## src/rtl/eb_skid_if.sv

```systemverilog
`default_nettype none
// ============================================================================
// Module      : eb_skid_if
// Description : valid/ready stream bundle for eb_skid. The t_* signals are the
//               upstream side of the block, the i_* signals its downstream side.
// Revision    : 1.0 - initial release
// ============================================================================
interface eb_skid_if #(
  parameter int DWIDTH = 32
);
  logic [DWIDTH-1:0] t_data;
  logic              t_valid;
  logic              t_ready;
  logic [DWIDTH-1:0] i_data;
  logic              i_valid;
  logic              i_ready;

  // Seen from the elastic stage: it consumes t_* and produces i_*.
  modport slave (
    input  t_data, t_valid, i_ready,
    output t_ready, i_data, i_valid
  );

  // Seen from the surrounding logic: it drives t_* and consumes i_*.
  modport master (
    output t_data, t_valid, i_ready,
    input  t_ready, i_data, i_valid
  );
endinterface
`default_nettype wire

```

## src/rtl/eb_skid.sv

```systemverilog
`default_nettype none
// ============================================================================
// Module      : eb_skid
// Description : Two-entry elastic stage. Data/valid and ready are all
//               registered, so no combinational path crosses the block.
//               A skid register absorbs the one-cycle ready latency,
//               which keeps throughput at one beat per cycle.
//               Optional statistics counters are built when the macro
//               EB_STATS_EN is defined.
// Revision    : 1.0 - initial release
// ============================================================================
module eb_skid #(
  parameter int DWIDTH = 32
`ifdef EB_STATS_EN
  , parameter int CWIDTH = 16
`endif
) (
  input  logic      clk,
  input  logic      rstf,
  eb_skid_if.slave  bus
`ifdef EB_STATS_EN
  , input  logic              stat_clr
  , output logic [CWIDTH-1:0] stat_xfer
  , output logic [CWIDTH-1:0] stat_stall
`endif
);

  localparam logic [1:0] S_EMPTY = 2'd0;
  localparam logic [1:0] S_ONE   = 2'd1;
  localparam logic [1:0] S_FULL  = 2'd2;

  logic [1:0]        state_q, state_d;
  logic [DWIDTH-1:0] main_q, main_d;
  logic [DWIDTH-1:0] skid_q, skid_d;
  logic              t_ready_q, t_ready_d;
  logic              i_valid_q, i_valid_d;
  logic              xfer_in, xfer_out;

  // Handshakes use the registered ready/valid, so inputs are ignored when
  // the block is not offering the matching half of the handshake.
  assign xfer_in  = bus.t_valid & t_ready_q;
  assign xfer_out = i_valid_q & bus.i_ready;

  // Next-state, storage update and registered output decode.
  always_comb begin
    state_d = state_q;
    main_d  = main_q;
    skid_d  = skid_q;
    unique case (state_q)
      S_EMPTY: begin
        if (xfer_in) begin
          state_d = S_ONE;
          main_d  = bus.t_data;
        end
      end
      S_ONE: begin
        if (xfer_in && xfer_out) begin
          main_d = bus.t_data;
        end else if (xfer_in) begin
          state_d = S_FULL;
          skid_d  = bus.t_data;
        end else if (xfer_out) begin
          state_d = S_EMPTY;
        end
      end
      S_FULL: begin
        // t_ready is low here, so only the drain side can move.
        if (xfer_out) begin
          state_d = S_ONE;
          main_d  = skid_q;
        end
      end
      default: state_d = S_EMPTY;
    endcase
    // Outputs are flops fed from the next state, so they match the state
    // register on every cycle without any combinational decode afterwards.
    t_ready_d = (state_d != S_FULL);
    i_valid_d = (state_d != S_EMPTY);
  end

  // State and datapath registers; reset drops any held beats.
  always_ff @(posedge clk) begin
    if (!rstf) begin
      state_q   <= S_EMPTY;
      main_q    <= '0;
      skid_q    <= '0;
      t_ready_q <= 1'b0;
      i_valid_q <= 1'b0;
    end else begin
      state_q   <= state_d;
      main_q    <= main_d;
      skid_q    <= skid_d;
      t_ready_q <= t_ready_d;
      i_valid_q <= i_valid_d;
    end
  end

  assign bus.t_ready = t_ready_q;
  assign bus.i_valid = i_valid_q;
  assign bus.i_data  = main_q;

`ifdef EB_STATS_EN
  logic [CWIDTH-1:0] xfer_cnt_q, xfer_cnt_d;
  logic [CWIDTH-1:0] stall_cnt_q, stall_cnt_d;
  logic              stall_ev;

  assign stall_ev = i_valid_q & ~bus.i_ready;

  // Saturating event counters; a clear in the same cycle as an event wins.
  always_comb begin
    xfer_cnt_d  = xfer_cnt_q;
    stall_cnt_d = stall_cnt_q;
    if (stat_clr) begin
      xfer_cnt_d  = '0;
      stall_cnt_d = '0;
    end else begin
      if (xfer_out && (xfer_cnt_q != {CWIDTH{1'b1}}))
        xfer_cnt_d = xfer_cnt_q + 1'b1;
      if (stall_ev && (stall_cnt_q != {CWIDTH{1'b1}}))
        stall_cnt_d = stall_cnt_q + 1'b1;
    end
  end

  // Counter registers.
  always_ff @(posedge clk) begin
    if (!rstf) begin
      xfer_cnt_q  <= '0;
      stall_cnt_q <= '0;
    end else begin
      xfer_cnt_q  <= xfer_cnt_d;
      stall_cnt_q <= stall_cnt_d;
    end
  end

  assign stat_xfer  = xfer_cnt_q;
  assign stat_stall = stall_cnt_q;
`endif

endmodule
`default_nettype wire
```

## src/flat_wrapper.sv

```systemverilog
// flat-port wrapper written by rule: the top's interface ports become plain ports
module eb_skid_flat 
#(
  parameter int DWIDTH = 32

)
  (clk, rstf, bus_t_data, bus_t_valid, bus_i_ready, bus_t_ready, bus_i_data, bus_i_valid);
  eb_skid_if #(.DWIDTH(DWIDTH)) bus_i ();
  input  logic clk;
  input  logic rstf;
  input wire logic [$bits(bus_i.t_data)-1:0] bus_t_data;
  input wire logic [$bits(bus_i.t_valid)-1:0] bus_t_valid;
  input wire logic [$bits(bus_i.i_ready)-1:0] bus_i_ready;
  output wire logic [$bits(bus_i.t_ready)-1:0] bus_t_ready;
  output wire logic [$bits(bus_i.i_data)-1:0] bus_i_data;
  output wire logic [$bits(bus_i.i_valid)-1:0] bus_i_valid;
  assign bus_i.t_data = bus_t_data;
  assign bus_i.t_valid = bus_t_valid;
  assign bus_i.i_ready = bus_i_ready;
  assign bus_t_ready = bus_i.t_ready;
  assign bus_i_data = bus_i.i_data;
  assign bus_i_valid = bus_i.i_valid;
  eb_skid #(.DWIDTH(DWIDTH)) u_core (.clk(clk), .rstf(rstf), .bus(bus_i));
endmodule
```

## config.mk

```make
export PLATFORM = sky130hd
export DESIGN_NAME = eb_skid_flat
export DESIGN_NICKNAME = d
export VERILOG_FILES = /design/src/rtl/eb_skid_if.sv /design/src/rtl/eb_skid.sv /design/src/flat_wrapper.sv
export SDC_FILE = /design/constraint.sdc
export NUM_CORES = 1
export LEC_CHECK = 0
export BUFFER_PORTS_ARGS = -buffer_cell sky130_fd_sc_hd__buf_2
export CAP_MARGIN = 20
export CORE_UTILIZATION = 53
export CTS_CLUSTER_SIZE = 16
export DETAILED_ROUTE_END_ITERATION = 10
export GPL_TIMING_DRIVEN = 0
export PLACE_DENSITY = 0.9
export RECOVER_POWER = 50
export SYNTH_ARGS = -nofsm -noshare
export SYNTH_HDL_FRONTEND = slang
export SYNTH_SLANG_ARGS = --single-unit
export TNS_END_PERCENT = 10
```

## constraint.sdc

```tcl
create_clock -name clk -period 2.1 [get_ports clk]
set_input_delay 0.21 -clock clk [delete_from_list [all_inputs] [get_ports clk]]
set_output_delay 0.21 -clock clk [all_outputs]
set_load 0.02 [all_outputs]
```

After elaboration in Yosys (flattened, before gate mapping)

Cells that the tools add are included.

Flip-flop bits (word level): 68
Input bits: 36
Output and inout bits: 34
Logic and storage cells: 30

Equal/unequal tests: 6
Muxes and demuxes: 10
Bitwise operators: 3
Reductions and logical operators: 6

Operators by type and width:

| kind                                          | number |
|---|---|
| two-way mux 32 bit                            | 3 |
| case mux 32 bit (3 select lines)              | 1 |
| two-way mux 2 bit                             | 5 |
| != test 2 x 1 -> 1 bit, second input constant | 3 |
| case mux 2 bit (3 select lines)               | 1 |
| AND reduction 4 bit                           | 1 |
| AND reduction 3 bit                           | 1 |
| nonzero test 3 bit                            | 1 |
| bitwise AND 1 bit                             | 2 |
| == test 2 x 1 -> 1 bit, second input constant | 1 |
| == test 2 bit, second input constant          | 1 |
| logical NOT 2 bit                             | 1 |
| != test 2 bit, second input constant          | 1 |
| nonzero test 2 bit                            | 1 |
| logical AND 1 bit                             | 1 |
| inverter 1 bit                                | 1 |

Logic depth before layout (Yosys ltp)

Word-level depth: 6
Mapped depth: 6
Mapped depth without buffers: 3

Least setup slack after synthesis

OpenSTA, ideal clock, no wires.

Path kind: register -> register
Start point: register u_core.i_valid_q (netlist: u_core.bus.i_valid)
End point: register u_core.main_q[2] (netlist: u_core.bus.i_data[2])
Library setup time: 0.141 ns
Data arrival time: 1.421 ns
Setup slack: 0.538 ns
Cell stages (with the launch flop): 6
Path buffers: 2
Clock period less this slack: 1.562 ns
Cell sequence: dfxtp_1 > and4b_1 > buf_2 > clkbuf_1 > a2111oi_0 > a211oi_2

Cells in the longest elaborated chain, start to end: 4
Elaborated cells between the ends (all ways): 5
Those cells by class: 2 x eq/ne; 1 x bitwise; 2 x reduce/logical

RTL lines:

| what                             | RTL line      | source |
|---|---|---|
| start: declaration               | eb_skid.sv:36 | `logic i_valid_q, i_valid_d;` |
| start signal: assignment         | eb_skid.sv:94 | `i_valid_q <= i_valid_d;` |
| bitwise AND 1 bit *              | eb_skid.sv:42 | `assign xfer_out = i_valid_q & bus.i_ready;` |
| logical AND 1 bit                | eb_skid.sv:57 | `if (xfer_in && xfer_out) begin` |
| != test 2 x 1 -> 1 bit (no line) | --            |  |
| AND reduction 4 bit (no line) *  | --            |  |
| end signal: assignment           | eb_skid.sv:91 | `main_q <= main_d;` |
| end: declaration                 | eb_skid.sv:33 | `logic [DWIDTH-1:0] main_q, main_d;` |

Every way passes the cells marked *; elsewhere a longest branch is shown, timed or not.
A chain may end at the register's enable or synchronous reset.

Final worst setup path

Start point: register u_core.state_q[1]
End point: register u_core.main_q[24] (netlist: u_core.bus.i_data[24])

Cells in the longest elaborated chain, start to end: 3
Elaborated cells between the ends (all ways): 9
Those cells by class: 5 x eq/ne; 1 x mux; 3 x reduce/logical

RTL lines:

| what                                                                          | RTL line      | source |
|---|---|---|
| start: declaration                                                            | eb_skid.sv:32 | `logic [1:0] state_q, state_d;` |
| start signal: assignment                                                      | eb_skid.sv:90 | `state_q <= state_d;` |
| == test 2 bit (tied with other cells)                                         | eb_skid.sv:49 | `unique case (state_q)` |
| != test 2 x 1 -> 1 bit (no line) / nonzero test 3 bit (equally long branches) | --            |  |
| AND reduction 4 bit (no line)                                                 | --            |  |

Several ways; a longest one is shown, not always the timed one.

==> impl_metrics.env <==
export IMPL_wl_mm=8.32
export IMPL_reg2reg_slack_ps=210
export IMPL_ys_types=26
export IMPL_yosysSeqAreaShare_pct=44.8
export IMPL_io_buffers=69
export IMPL_drive_gt1_share_pct=15.6
export IMPL_cts_path_max_buffers=2
export IMPL_drv_cap=0
export IMPL_yosysWarnings=0
export IMPL_numCtsBuffers=9
export IMPL_hold_path_class="in2reg"
export IMPL_min_period_ps=1890
export IMPL_cpMaxStageDelayCell="a2111oi_0"
export IMPL_avgViaCountPerCell=6.27
export IMPL_synth_xor_area_share_pct=0
export IMPL_synth_compound_area_share_pct=30.0
export IMPL_drtPass1Iterations=5
export IMPL_synth_area_per_cell_um2=9.46
export IMPL_path_max_fanout=10
export IMPL_cts_tree="done"
export IMPL_hold_start="rstf"
export IMPL_synth_cells=321
export IMPL_cts_setup_buffers=0
export IMPL_syn_area_um2=3040
export IMPL_grt_max_degree=11
export IMPL_cp_start_kind="flop"
export IMPL_ir_drop_mv=0.504
export IMPL_cts_sinks=68
export IMPL_leakage_nw=1.44
export IMPL_end_kind="flop"
export IMPL_fp_dieH_um=77.7
export IMPL_place_inst=462
export IMPL_hold_path_endpoint="u_core.state_q[1]"
export IMPL_synth_adder_area_share_pct=0
export IMPL_final_cell_mix="dfxtp_1 (68), clkbuf_1 (64), buf_2 (41), a21oi_1 (34)"
export IMPL_fin_setup_tns_ps=0
export IMPL_finalNonFillerCells=476
export IMPL_antenna_found_initial=0
export IMPL_status="completed"
export IMPL_initial_utilization_pct=55.1
export IMPL_fp_dieW_um=77.7
export IMPL_gp_congestion=0.799
export IMPL_ys_ff_latch=68
export IMPL_die_area_um2=6040
export IMPL_antenna_left=0
export IMPL_worst_slew_pin_slew_ps=674
export IMPL_worstPathArrival_ps=2100
export IMPL_crit_type="reg2reg"
export IMPL_yosys_area_share_simple_pct=7.75
export IMPL_dpl_hpwl_mm=5.68
export IMPL_period_share_pct=90.1
export IMPL_nets=437
export IMPL_rows=27
export IMPL_grt_pass1_wl_mm=13.4
export IMPL_ios=70
export IMPL_relSlewSlack_pct=55.1
export IMPL_cts_root_buf="clkbuf_8"
export IMPL_reg2reg_depth=5
export IMPL_vias=2983
export IMPL_wl_per_cell_um=17.5
export IMPL_clock_latency_ps=350
export IMPL_synth_nets=357
export IMPL_grt_overflow=0
export IMPL_synth_top_family_by_area="compound AO/OA/AOI/OAI gates"
export IMPL_final_common_cell="dfxtp_1"
export IMPL_hold_violations=0
export IMPL_n_fill_cell=472
export IMPL_max_stage_delay_ps=570
export IMPL_cp_required_ps=2300
export IMPL_antenna_cells=0
export IMPL_timing_rr_end="u_core.bus.i_data[24]"
export IMPL_setup_viol=0
export IMPL_first_iter_violations=203
export IMPL_slew_violations=0
export IMPL_crit_chain="and3b_1 -> buf_6 -> clkbuf_1 -> a2111oi_0 -> a211oi_1"
export IMPL_hold_depth=2
export IMPL_r2r_start="u_core.state_q[1]"
export IMPL_h_tree_depth=3
export IMPL_max_freq_ghz=0.528
export IMPL_cts_clk_slew_worst_paths_ps=70
export IMPL_grt_usage_pct=28.7
export IMPL_startpoint="u_core.state_q[1]"
export IMPL_rsz0062_at_grt="no"
export IMPL_area_delta_synth_final_pct=18.1
export IMPL_pwr_density_cell_nw_per_um2=817
export IMPL_cts_resized=0
export IMPL_post_route_drc_count=0
export IMPL_synthMuxAreaShare_pct=10.9
export IMPL_total_power_mw=2.93
export IMPL_finalClockSkew_ps=5.52
export IMPL_grt_pass1_vias=2803
export IMPL_core_um2=5510
export IMPL_fin_util_pct=65.1
export IMPL_cts_hold_fix_buffers=0
## flip-flops by register name, indices dropped and copies added (netlist names)
name / count
u_core.bus.i_data: 32
u_core.bus.i_valid: 1
u_core.bus.t_ready: 1
u_core.skid_q: 32
u_core.state_q: 2
## where the power goes
| part | total, mW | switching, mW | internal, mW | leakage [nW] |
|---|---|---|---|---|
| registers | 1.42 | 0.0463 | 1.37 | 0.555 |
| clock network | 0.977 | 0.469 | 0.508 | 0.0941 |
| logic | 0.536 | 0.361 | 0.175 | 0.795 |
## final cells by class
class	count	area [um^2]	area share, %
clock inverter	2	10.0	0.279
multi-input combinational	211	1470	40.9
inverter	1	3.75	0.105
tap	72	90.1	2.51
clock buffer	12	165	4.60
buffer	41	186	5.20
timing repair buffer	69	303	8.44
sequential	68	1360	37.9
## cells by family after synthesis
family / after synthesis
AO/OA/AOI/OAI: 136
flip-flops: 68
AND/OR/NAND/NOR: 42
buffers and inverters: 42
multiplexers: 33
## critical path, delay by kind of cell, from the launching register on
kind / cells / cell delay (ps)
compound gates: 2 / 680
buf+inv: 2 / 370
flops: 1 / 430
simple gates: 1 / 250
## cell usage after synthesis
| master | count | area (um^2) |
|---|---|---|
| a2111oi_0 | 32 | 280 |
| a211o_4 | 1 | 17.5 |
| a211oi_1 | 31 | 233 |
| a211oi_2 | 1 | 12.5 |
| a21bo_2 | 1 | 10.0 |
| a21boi_1 | 1 | 7.51 |
| a21o_1 | 1 | 7.51 |
| a21oi_1 | 34 | 170 |
| and2_1 | 2 | 12.5 |
| and3b_1 | 1 | 8.76 |
| and4b_1 | 1 | 10.0 |
| and4bb_2 | 1 | 12.5 |
| buf_2 | 9 | 45.0 |
| buf_6 | 4 | 45.0 |
| clkbuf_1 | 28 | 105 |
| dfxtp_1 | 68 | 1360 |
| inv_1 | 1 | 3.75 |
| mux2i_1 | 33 | 330 |
| nand2_1 | 1 | 3.75 |
| nand3_1 | 32 | 160 |
| nand3b_1 | 1 | 7.51 |
| nand4b_1 | 1 | 8.76 |
| nor2_1 | 1 | 3.75 |
| o21ai_0 | 33 | 165 |
| o31ai_1 | 1 | 7.51 |
| or2b_1 | 1 | 7.51 |
## stage by stage
step	worst slack [ps]	hold slack, ps	area (um^2)
finish	207	112	3590
global route	59.9	115	3590
CTS	213	104	3650
detailed placement	248	459	3470
global placement	390	458	3470
floorplan	538	332	3040
## layer usage
layer / routed length (um) / track usage (%)
met5: 0 / 0
met4: 208 / 15.5
met3: 572 / 6.35
met2: 4070 / 45.0
met1: 3470 / 36.7
## how the worst max path moves through the flow
stage | to | slack (ps) | cells past startpoint
floorplan | u_core.bus.i_data[2] | 540 | 5
global placement | u_core.bus.i_data[23] | 390 | 5
detailed placement | u_core.bus.i_data[24] | 250 | 5
CTS | u_core.bus.i_data[24] | 210 | 5
global route | u_core.bus.i_data[23] | 60 | 5
finish | u_core.bus.i_data[24] | 210 | 5
(Power assumes the default switching activity.)
